[src/rtl/mxint8_block_sequencer_if.sv]
// Block-in / element-issue / result-return / block-out bundle for the MXINT8 block sequencer.
// slave is the sequencer's view; master is the environment driving it.
interface mxint8_block_sequencer_if #(
  parameter int unsigned BLOCK_SIZE  = 32,
  parameter int unsigned ELEM_WIDTH  = 8,
  parameter int unsigned SCALE_WIDTH = 8
);
  localparam int unsigned IDX_W = $clog2(BLOCK_SIZE);

  logic                                   in_valid;
  logic                                   in_ready;
  logic [0:BLOCK_SIZE-1][ELEM_WIDTH-1:0]  in_elements;
  logic [SCALE_WIDTH-1:0]                 in_scale;

  logic                                   elem_valid;
  logic                                   elem_ready;
  logic [ELEM_WIDTH-1:0]                  elem_data;
  logic [IDX_W-1:0]                       elem_idx;

  logic                                   res_valid;
  logic [ELEM_WIDTH-1:0]                  res_data;

  logic                                   out_valid;
  logic                                   out_ready;
  logic [0:BLOCK_SIZE-1][ELEM_WIDTH-1:0]  out_elements;
  logic [SCALE_WIDTH-1:0]                 out_scale;

  logic                                   err_spurious;

  modport slave (
    input  in_valid, in_elements, in_scale, elem_ready, res_valid, res_data, out_ready,
    output in_ready, elem_valid, elem_data, elem_idx, out_valid, out_elements, out_scale,
    output err_spurious
  );

  modport master (
    output in_valid, in_elements, in_scale, elem_ready, res_valid, res_data, out_ready,
    input  in_ready, elem_valid, elem_data, elem_idx, out_valid, out_elements, out_scale,
    input  err_spurious
  );
endinterface

[src/rtl/mxint8_block_sequencer.sv]
// Sequences one MXINT8 block through a scalar element unit: captures the block, issues
// elements in order, gathers in-order results and presents the rebuilt block with its scale.
module mxint8_block_sequencer #(
  parameter int unsigned BLOCK_SIZE  = 32,
  parameter int unsigned ELEM_WIDTH  = 8,
  parameter int unsigned SCALE_WIDTH = 8
) (
  input  logic                    clk,
  input  logic                    rst,
  mxint8_block_sequencer_if.slave bus
);
  localparam int unsigned IDX_W = $clog2(BLOCK_SIZE);
  localparam int unsigned CNT_W = IDX_W + 1;
  localparam logic [CNT_W-1:0] LAST_CNT = CNT_W'(BLOCK_SIZE - 1);
  localparam logic [CNT_W-1:0] FULL_CNT = CNT_W'(BLOCK_SIZE);

  typedef enum logic [1:0] {StIdle, StIssue, StDrain, StDone} state_e;

  state_e                                state_q;
  logic [CNT_W-1:0]                      issue_cnt_q;
  logic [CNT_W-1:0]                      ret_cnt_q;
  logic [0:BLOCK_SIZE-1][ELEM_WIDTH-1:0] in_elems_q;
  logic [0:BLOCK_SIZE-1][ELEM_WIDTH-1:0] out_elems_q;
  logic [SCALE_WIDTH-1:0]                scale_q;
  logic                                  elem_valid_q;
  logic                                  out_valid_q;
  logic                                  err_q;

  logic issue_hs;
  logic ret_ok;
  logic last_ret;

  assign issue_hs = elem_valid_q && bus.elem_ready;
  // Results count only while a block is in flight and not yet fully returned.
  assign ret_ok   = bus.res_valid && ((state_q == StIssue) || (state_q == StDrain)) &&
                    (ret_cnt_q < FULL_CNT);
  assign last_ret = ret_ok && (ret_cnt_q == LAST_CNT);

  assign bus.in_ready     = (state_q == StIdle) && !rst;
  assign bus.elem_valid   = elem_valid_q;
  assign bus.elem_data    = in_elems_q[issue_cnt_q[IDX_W-1:0]];
  assign bus.elem_idx     = issue_cnt_q[IDX_W-1:0];
  assign bus.out_valid    = out_valid_q;
  assign bus.out_elements = out_elems_q;
  assign bus.out_scale    = scale_q;
  assign bus.err_spurious = err_q;

  always_ff @(posedge clk) begin
    if (rst) begin
      state_q      <= StIdle;
      issue_cnt_q  <= '0;
      ret_cnt_q    <= '0;
      in_elems_q   <= '0;
      out_elems_q  <= '0;
      scale_q      <= '0;
      elem_valid_q <= 1'b0;
      out_valid_q  <= 1'b0;
      err_q        <= 1'b0;
    end else begin
      if (bus.res_valid) begin
        if (ret_ok) begin
          out_elems_q[ret_cnt_q[IDX_W-1:0]] <= bus.res_data;
          ret_cnt_q                         <= ret_cnt_q + CNT_W'(1);
        end else begin
          err_q <= 1'b1;
        end
      end

      unique case (state_q)
        StIdle: begin
          if (bus.in_valid) begin
            in_elems_q   <= bus.in_elements;
            scale_q      <= bus.in_scale;
            elem_valid_q <= 1'b1;
            state_q      <= StIssue;
          end
        end
        StIssue: begin
          // The index holds at the last element so it never wraps.
          if (issue_hs && (issue_cnt_q != LAST_CNT)) begin
            issue_cnt_q <= issue_cnt_q + CNT_W'(1);
          end
          if (last_ret) begin
            elem_valid_q <= 1'b0;
            out_valid_q  <= 1'b1;
            state_q      <= StDone;
          end else if (issue_hs && (issue_cnt_q == LAST_CNT)) begin
            elem_valid_q <= 1'b0;
            state_q      <= StDrain;
          end
        end
        StDrain: begin
          if (last_ret) begin
            out_valid_q <= 1'b1;
            state_q     <= StDone;
          end
        end
        StDone: begin
          if (bus.out_ready) begin
            out_valid_q <= 1'b0;
            issue_cnt_q <= '0;
            ret_cnt_q   <= '0;
            state_q     <= StIdle;
          end
        end
        default: state_q <= StIdle;
      endcase
    end
  end
endmodule

[src/flat_wrapper.sv]
// flat-port wrapper written by rule: the top's interface ports become plain ports
module mxint8_block_sequencer_flat 
#(
  parameter int unsigned BLOCK_SIZE  = 32,
  parameter int unsigned ELEM_WIDTH  = 8,
  parameter int unsigned SCALE_WIDTH = 8
)
  (clk, rst, bus_in_valid, bus_in_elements, bus_in_scale, bus_elem_ready, bus_res_valid, bus_res_data, bus_out_ready, bus_in_ready, bus_elem_valid, bus_elem_data, bus_elem_idx, bus_out_valid, bus_out_elements, bus_out_scale, bus_err_spurious);
  mxint8_block_sequencer_if #(.BLOCK_SIZE(BLOCK_SIZE), .ELEM_WIDTH(ELEM_WIDTH), .SCALE_WIDTH(SCALE_WIDTH)) bus_i ();
  input  logic clk;
  input  logic rst;
  input wire logic [$bits(bus_i.in_valid)-1:0] bus_in_valid;
  input wire logic [$bits(bus_i.in_elements)-1:0] bus_in_elements;
  input wire logic [$bits(bus_i.in_scale)-1:0] bus_in_scale;
  input wire logic [$bits(bus_i.elem_ready)-1:0] bus_elem_ready;
  input wire logic [$bits(bus_i.res_valid)-1:0] bus_res_valid;
  input wire logic [$bits(bus_i.res_data)-1:0] bus_res_data;
  input wire logic [$bits(bus_i.out_ready)-1:0] bus_out_ready;
  output wire logic [$bits(bus_i.in_ready)-1:0] bus_in_ready;
  output wire logic [$bits(bus_i.elem_valid)-1:0] bus_elem_valid;
  output wire logic [$bits(bus_i.elem_data)-1:0] bus_elem_data;
  output wire logic [$bits(bus_i.elem_idx)-1:0] bus_elem_idx;
  output wire logic [$bits(bus_i.out_valid)-1:0] bus_out_valid;
  output wire logic [$bits(bus_i.out_elements)-1:0] bus_out_elements;
  output wire logic [$bits(bus_i.out_scale)-1:0] bus_out_scale;
  output wire logic [$bits(bus_i.err_spurious)-1:0] bus_err_spurious;
  assign bus_i.in_valid = bus_in_valid;
  assign bus_i.in_elements = bus_in_elements;
  assign bus_i.in_scale = bus_in_scale;
  assign bus_i.elem_ready = bus_elem_ready;
  assign bus_i.res_valid = bus_res_valid;
  assign bus_i.res_data = bus_res_data;
  assign bus_i.out_ready = bus_out_ready;
  assign bus_in_ready = bus_i.in_ready;
  assign bus_elem_valid = bus_i.elem_valid;
  assign bus_elem_data = bus_i.elem_data;
  assign bus_elem_idx = bus_i.elem_idx;
  assign bus_out_valid = bus_i.out_valid;
  assign bus_out_elements = bus_i.out_elements;
  assign bus_out_scale = bus_i.out_scale;
  assign bus_err_spurious = bus_i.err_spurious;
  mxint8_block_sequencer #(.BLOCK_SIZE(BLOCK_SIZE), .ELEM_WIDTH(ELEM_WIDTH), .SCALE_WIDTH(SCALE_WIDTH)) u_core (.clk(clk), .rst(rst), .bus(bus_i));
endmodule
[config.mk]
export PLATFORM = sky130hd
export DESIGN_NAME = mxint8_block_sequencer_flat
export DESIGN_NICKNAME = d
export VERILOG_FILES = /design/src/rtl/mxint8_block_sequencer_if.sv /design/src/rtl/mxint8_block_sequencer.sv /design/src/flat_wrapper.sv
export SDC_FILE = /design/constraint.sdc
export NUM_CORES = 1
export LEC_CHECK = 0
export ABC_AREA = 1
export CAP_MARGIN = 40
export CORE_ASPECT_RATIO = 2
export CORE_MARGIN = 2
export CORE_UTILIZATION = 30
export DETAILED_ROUTE_END_ITERATION = 12
export PLACE_DENSITY = 0.53
export SLEW_MARGIN = 20
export SYNTH_ARGS = -nofsm -noshare
export SYNTH_HDL_FRONTEND = slang
export SYNTH_SLANG_ARGS = --single-unit
[constraint.sdc]
create_clock -name clk -period 4.4 [get_ports clk]
set_input_delay 0.44 -clock clk [delete_from_list [all_inputs] [get_ports clk]]
set_output_delay 0.44 -clock clk [all_outputs]
set_load 0.05 [all_outputs]
==> flow_metrics.tcl, run 1 <==
set metrics [dict create \
    status "complete, no violations" \
    syn-num-nets 3088 \
    cts_tree "yes" \
    hp-class "register to register" \
    yosys-top-cells-area "dfxtp_1 (51%), o21ai_0 (13%), nor2_1 (13%)" \
    maxCapViolCount 0 \
    hold_viol 0 \
    worst_slew_pin_slew_ns 0.862 \
    synth-seq-cells 537 \
    period_share_pct 89.3 \
    dieArea_um2 72400 \
    clock_latency_ns 0.60 \
    finalSetupTns_ns 0 \
    synthDistinctLibCells 30 \
    grt_pass1_wl_um 130000 \
    synth_area_per_cell_um2 7.51 \
    grt_max_degree 141 \
    drc_errors 0 \
    drive_gt1_share_pct 5.26 \
    pwr-share-clk_pct 32.7 \
    die_h_um 378 \
    initial_core_util_pct 30.2 \
    die_w_um 191 \
    combPwrFrac_pct 23.1 \
    rows 137 \
    dr.pass1.iters 7 \
    setup_viol 0 \
    synth_largest_area_cell "dfxtp_1" \
    grt_overflow_total 0 \
    ir_worst_vdd_mv 0.347 \
    grt_antenna_before_repair 18 \
    num_vias 20700 \
    drtAntennaViolNets 0 \
    synth_top_area_share_pct 51.1 \
    switching_share_pct 33.3 \
    grt_pass1_vias 20800 \
    port_buffers 558 \
    power.switching_mw 4.56 \
    drt_iter0_markers 1289 \
    p_leak_nw 11.1 \
    syn_inst 2801 \
    finalNetCount 3499 \
    critPathArrivalTime_ns 3.49 \
    skew_ns 0.0214 \
    yosysWarnings 0 \
    finalNonFillerCells 4156 \
    viasPerCell 4.99 \
    cts_buffer_depth 3 \
    clock-root-buffer "clkbuf_16" \
    power_density_nw_per_um2 479 \
    syn_area_um2 21000 \
    worstSetupPathType "register to primary output" \
    wire_per_inst_um 21.5 \
    ctsResizeCount 0 \
    period_minus_slack_ns 3.93 \
    area_delta_synth_final_pct 36.1 \
    power.share.sequential_pct 44.2 \
    critPathMaxFanout 55 \
    cts.htree.levels 2 \
    max_freq_mhz 255 \
    io_pins 559 \
    grt_usage_pct 23.9 \
    core_area_um2 69600 \
    ctsHoldBuffers 0 \
    numCtsBuffers 50 \
    clk_pin_slew_ns 0.06 \
    cp_data_required_time_ns 3.96 \
    max_slew_margin_pct 42.5 \
    numClockSinks 537 \
    p_int_mw 9.14 \
    dp_cells 4062 \
    slew_violations 0 \
    end_kind "primary output" \
    drt-total-wl_um 89300 \
    seq_area_frac_synth_pct 51.1 \
    post_cts_buffers 0 \
    gp_congestion 0.909 \
    startpoint_type "register" \
    hpwl_um 64000 \
    rsz0062_at_grt "false" \
]
==> state kept, by name, indices dropped and copies added (netlist names) <==
signal                   count
u_core.bus.out_elements    256
u_core.in_elems_q          256
u_core.bus.out_scale         8
u_core.issue_cnt_q           6
u_core.ret_cnt_q             6
u_core.state_q               2
u_core.bus.elem_valid        1
u_core.bus.err_spurious      1
u_core.bus.out_valid         1
==> routing by layer <==
metal / GRT usage (%) / up-vias / routed length, um
met1: 25.9 / 9642 / 33200
met4: 11.7 / 26 / 4660
met2: 42.6 / 794 / 44100
li1: - / 10100 / -
met5: 0 / - / 144
met3: 6.07 / 196 / 7170
==> through the flow <==
stage          util, %  cell area [um2]  hold slack, ns  power, mW  setup slack [ns]
2_1_floorplan        -            21000           0.429       8.03              2.44
3_3_place_gp      38.8            27000           0.451       9.27              1.12
3_5_place_dp      38.8            27000           0.456       9.32              1.06
4_1_cts           41.1            28600           0.436       13.8             0.414
5_1_grt           41.1            28600           0.466       14.4             0.367
6_report          41.1            28600           0.462       13.7             0.472
==> cell type report <==
class	count	area, um2
Clock inverter	16	188
Timing Repair Buffer	590	5900
Inverter	85	339
Antenna cell	2	5.00
Fill cell	7180	41000
Multi-Input combinational cell	1948	8860
Sequential cell	537	10800
Clock buffer	75	1460
Tap cell	903	1130
==> power by group through the flow <==
stage	Clock [mW]	Combinational (mW)	Sequential, mW
CTS	4.60	3.18	6.05
global route	4.76	3.51	6.12
floorplan	0	1.81	6.21
detailed placement	0	3.16	6.16
finish	4.49	3.17	6.05
global placement	0	3.12	6.14
==> synth_stat cells (all sizes together) <==
cell,count
o211ai,16
inv,82
o21a,8
xor2,4
clkinv,3
buf,82
nand3,93
clkbuf,149
nor2,707
ha,9
a21oi,292
dfxtp,537
o21ai,614
nand2,191
a211oi,1
nor3,5
or2,3
nand4,3
a31oi,2
==> final timing paths <==
| kind | startpoint | to | slack [ns] | depth (start not counted) |
|---|---|---|---|---|
| max | u_core.issue_cnt_q[1]$_SDFFE_PP0P_ | bus_elem_data[1] | 0.47 | 10 |
| min | u_core.in_elems_q[55]$_SDFFE_PP0P_ | u_core.in_elems_q[55]$_SDFFE_PP0P_ | 0.46 | 2 |
| max reg2reg | u_core.state_q[0]$_SDFFE_PP0P_ | u_core.in_elems_q[192]$_SDFFE_PP0P_ | 1.78 | 7 |
| min reg2reg | u_core.in_elems_q[55]$_SDFFE_PP0P_ | u_core.in_elems_q[55]$_SDFFE_PP0P_ | 0.46 | 2 |
==> layout by cell type (no fill, tap or decap), types with 2 or more instances in the layout <==
| cell | count |
|---|---|
| nand3_2 | 2 |
| nor2_1 | 702 |
| bufinv_16 | 3 |
| buf_12 | 6 |
| o211ai_1 | 16 |
| clkinv_2 | 11 |
| o21a_1 | 8 |
| inv_8 | 2 |
| nand2_2 | 4 |
| or2_2 | 3 |
| diode_2 | 2 |
| buf_4 | 28 |
| o21ai_1 | 53 |
| a21oi_1 | 292 |
| clkbuf_1 | 15 |
| inv_1 | 41 |
| nand4_1 | 3 |
| clkbuf_16 | 51 |
| o21ai_0 | 561 |
| nor2_4 | 3 |
| inv_6 | 3 |
| nand2_1 | 186 |
| xor2_1 | 4 |
| clkdlybuf4s50_1 | 555 |
| ha_1 | 9 |
| nor3_1 | 3 |
| nand3_1 | 91 |
| nor3_2 | 2 |
| clkbuf_8 | 9 |
| dfxtp_1 | 535 |
| clkinv_1 | 3 |
| inv_2 | 35 |
| dfxtp_4 | 2 |
| a31oi_1 | 2 |
==> logic make-up (layout without fill, tap and decap cells) <==
| family | Yosys count | in the layout | share of synthesized area [%] |
|---|---|---|---|
| fa+ha+maj | 9 | 9 | 0.535 |
| simple gates | 1002 | 1002 | 18.9 |
| buf+inv | 316 | 766 | 6.81 |
| flops | 537 | 537 | 51.1 |
| xor+xnor | 4 | 4 | 0.167 |
| compound gates | 933 | 933 | 22.5 |
| other cells | 0 | 2 | 0 |
==> critical path, cell delays in order, from the launching register on <==
cell,delay [ns]
dfxtp_4,0.75
clkinv_1,0.21
buf_4,0.25
nor2_1,0.10
o21ai_0,0.09
nand3_1,0.10
nand3_1,0.26
nand2_1,0.15
nand2_1,0.10
inv_1,0.07
clkdlybuf4s50_1,0.80
Power figures use the tool's default switching activity.
==> run 2, diff against run 1 <==
--- a/config.mk
+++ b/config.mk
@@ -5,12 +5,13 @@
 export SDC_FILE = /design/constraint.sdc
 export NUM_CORES = 1
 export LEC_CHECK = 0
-export ABC_AREA = 1
+export ABC_CLOCK_PERIOD_IN_PS = 4400
 export CAP_MARGIN = 40
 export CORE_ASPECT_RATIO = 2
 export CORE_MARGIN = 2
 export CORE_UTILIZATION = 30
 export DETAILED_ROUTE_END_ITERATION = 12
+export HOLD_SLACK_MARGIN = 0.03
 export PLACE_DENSITY = 0.53
 export SLEW_MARGIN = 20
 export SYNTH_ARGS = -nofsm -noshare
==> flow_metrics.tcl, run 2 <==
set metrics [dict create \
    grt_antenna_before_repair 11 \
    synth-edff-count 0 \
    startpoint_type "register" \
    finalNonFillerCells 3827 \
    worstSetupPathType "register to primary output" \
    pwr-share-clk_pct 36.3 \
    cts_buffer_depth 3 \
    port_buffers 558 \
    p_int_mw 9.08 \
    slew_violations 0 \
    layout_commonest_cell "nand2_1" \
    rrSetupSlack_ns 1.45 \
    final_cell_mix "nand2_1 (640), clkdlybuf4s50_1 (549), dfxtp_1 (534)" \
    ys_async_sr_fraction_pct 0 \
    period_share_pct 93.1 \
    synth-seq-cells 537 \
    initial_core_util_pct 30.3 \
    cp_cell_sequence "buf_4 -> mux4_2 -> a211oi_1 -> a22oi_1 -> clkdlybuf4s50_1" \
    power.switching_mw 4.17 \
    num_vias 18900 \
    switching_share_pct 31.4 \
    cts.htree.levels 2 \
    rsz0062_at_grt "false" \
    r2r-start "u_core.state_q[1]$_SDFFE_PP0P_" \
    core_area_um2 69900 \
    worstRegToRegCells 7 \
    syn_area_um2 21200 \
    dr.pass1.iters 5 \
    r2r-end "u_core.bus.out_elements[113]$_SDFFE_PP0P_" \
    power.share.sequential_pct 43.3 \
    area_delta_synth_final_pct 38.8 \
    io_pins 559 \
    skew_ns 0.0198 \
    p_leak_nw 10.6 \
    cp_data_required_time_ns 3.96 \
    grt_pass1_vias 19200 \
    hold_viol 0 \
    clock_latency_ns 0.62 \
    post_cts_buffers 0 \
    finalSetupTns_ns 0 \
    end_kind "primary output" \
    synth_largest_area_cell "dfxtp_1" \
    synthDistinctLibCells 46 \
    drt-total-wl_um 88100 \
    dieArea_um2 73000 \
    drive_gt1_share_pct 7.84 \
    n_fill_cell 7001 \
    critPathMaxFanout 27 \
    hp-class "primary input to register" \
    synthTopCellsByCount "nand2_1 (641), dfxtp_1 (537), a21oi_1 (366)" \
    status "complete, no violations" \
    finalNetCount 3165 \
    yosys-top-cells-area "dfxtp_1 (51%), nand2_1 (11%), mux2i_1 (9.3%)" \
    grt_max_degree 168 \
    clock-root-buffer "clkbuf_16" \
    numClockSinks 537 \
    multi_input_area_um2 9640 \
    endpoint "bus_elem_data[0]" \
    max_freq_mhz 244 \
    drtAntennaViolNets 0 \
    hpwl_um 65300 \
    gp_congestion 0.929 \
    wire_per_inst_um 23.0 \
    grt_pass1_wl_um 127000 \
    ctsHoldBuffers 0 \
    power_density_nw_per_um2 450 \
    synth.most_common_cell "nand2_1" \
    rows 137 \
    syn-num-nets 2709 \
    cp-startpoint "u_core.issue_cnt_q[2]$_SDFFE_PP0P_" \
    period_minus_slack_ns 4.09 \
    ctsResizeCount 0 \
    clk_pin_slew_ns 0.07 \
    synth_top_area_share_pct 50.7 \
    syn_inst 2422 \
    drt_iter0_markers 1125 \
    numCtsBuffers 51 \
    viasPerCell 4.95 \
    seq_area_frac_synth_pct 50.7 \
    dp_cells 3726 \
    combPwrFrac_pct 20.3 \
    critPathArrivalTime_ns 3.65 \
    synth_area_per_cell_um2 8.76 \
    die_h_um 380 \
    die_w_um 192 \
    ff_latch_area_um2 10800 \
    drc_errors 0 \
    maxCapViolCount 0 \
    setup_viol 0 \
    worst_slew_pin_slew_ns 0.884 \
    grt_overflow_total 0 \
    critPathMaxStageDelay_ns 0.76 \
    max_slew_margin_pct 41.1 \
    cts_tree "yes" \
    yosysWarnings 0 \
    slowest_stage "dfxtp_2" \
    ir_worst_vdd_mv 0.389 \
    grt_usage_pct 23.5 \
    synth_ff_type "dfxtp_1" \
]
-- run 2: per-layer routing --
layer,vias up,wire length [um],GRT usage [%]
li1,9052,-,-
met1,8907,31900,25.2
met3,197,7690,6.94
met2,777,42600,40.4
met4,14,5830,14.0
met5,-,97,0
-- run 2: worst max-delay path: cells and delay by family (launching register included) --
kind            cells  cell delay (ns)
buf+inv             2             1.19
flops               1             0.76
compound gates      2             0.66
mux                 1             0.40
-- run 2: through the flow --
| step | hold WS [ns] | setup WS, ns | cell area [um2] | util, % | total power, mW |
|---|---|---|---|---|---|
| 6_report | 0.207 | 0.306 | 29400 | 42.1 | 13.3 |
| 5_1_grt | 0.210 | 0.161 | 29400 | 42.1 | 13.8 |
| 4_1_cts | 0.165 | 0.254 | 29400 | 42.0 | 13.4 |
| 3_5_place_dp | 0.443 | 0.941 | 27600 | 39.4 | 8.54 |
| 3_3_place_gp | 0.441 | 0.997 | 27400 | 39.2 | 8.46 |
| 2_1_floorplan | 0.433 | 1.83 | 21200 | - | 7.35 |
-- run 2: area by class of cell --
class	instances	share of cell area [%]
multi-input cells	1681	32.7
well taps	903	3.84
inverters	6	0.0765
clock inverters	28	1.19
flip-flops and latches	537	36.5
repair buffers	601	20.7
clock buffers	67	4.92
diodes	4	0.0340
-- run 2: worst min-delay path by stage --
stage	to	slack (ns)	cells past startpoint	from
after global routing	u_core.bus.out_elements[215]$_SDFFE_PP0P_	0.21	3	bus_res_data[7]
after global placement	u_core.in_elems_q[124]$_SDFFE_PP0P_	0.44	2	u_core.in_elems_q[124]$_SDFFE_PP0P_
after CTS	u_core.bus.out_elements[103]$_SDFFE_PP0P_	0.17	3	bus_res_data[7]
final	u_core.bus.out_elements[103]$_SDFFE_PP0P_	0.21	3	bus_res_data[7]
after floorplan	u_core.in_elems_q[73]$_SDFFE_PP0P_	0.43	2	u_core.in_elems_q[73]$_SDFFE_PP0P_
after detailed placement	u_core.in_elems_q[19]$_SDFFE_PP0P_	0.44	2	u_core.in_elems_q[19]$_SDFFE_PP0P_
-- run 2: kinds of logic after synthesis --
logic type / synth area share [%]
compound gates: 11.3
flops: 50.7
mux: 14.8
fa+ha+maj: 0.531
xor+xnor: 0.330
buf+inv: 3.97
simple gates: 18.4
-- run 2: power by group through the flow --
| stage | Clock [mW] | Sequential, mW | Combinational, mW |
|---|---|---|---|
| finish | 4.81 | 5.74 | 2.69 |
| global route | 5.11 | 5.77 | 2.93 |
| CTS | 4.97 | 5.75 | 2.69 |
| detailed placement | 0 | 5.85 | 2.68 |
| global placement | 0 | 5.86 | 2.61 |
| floorplan | 0 | 5.73 | 1.62 |
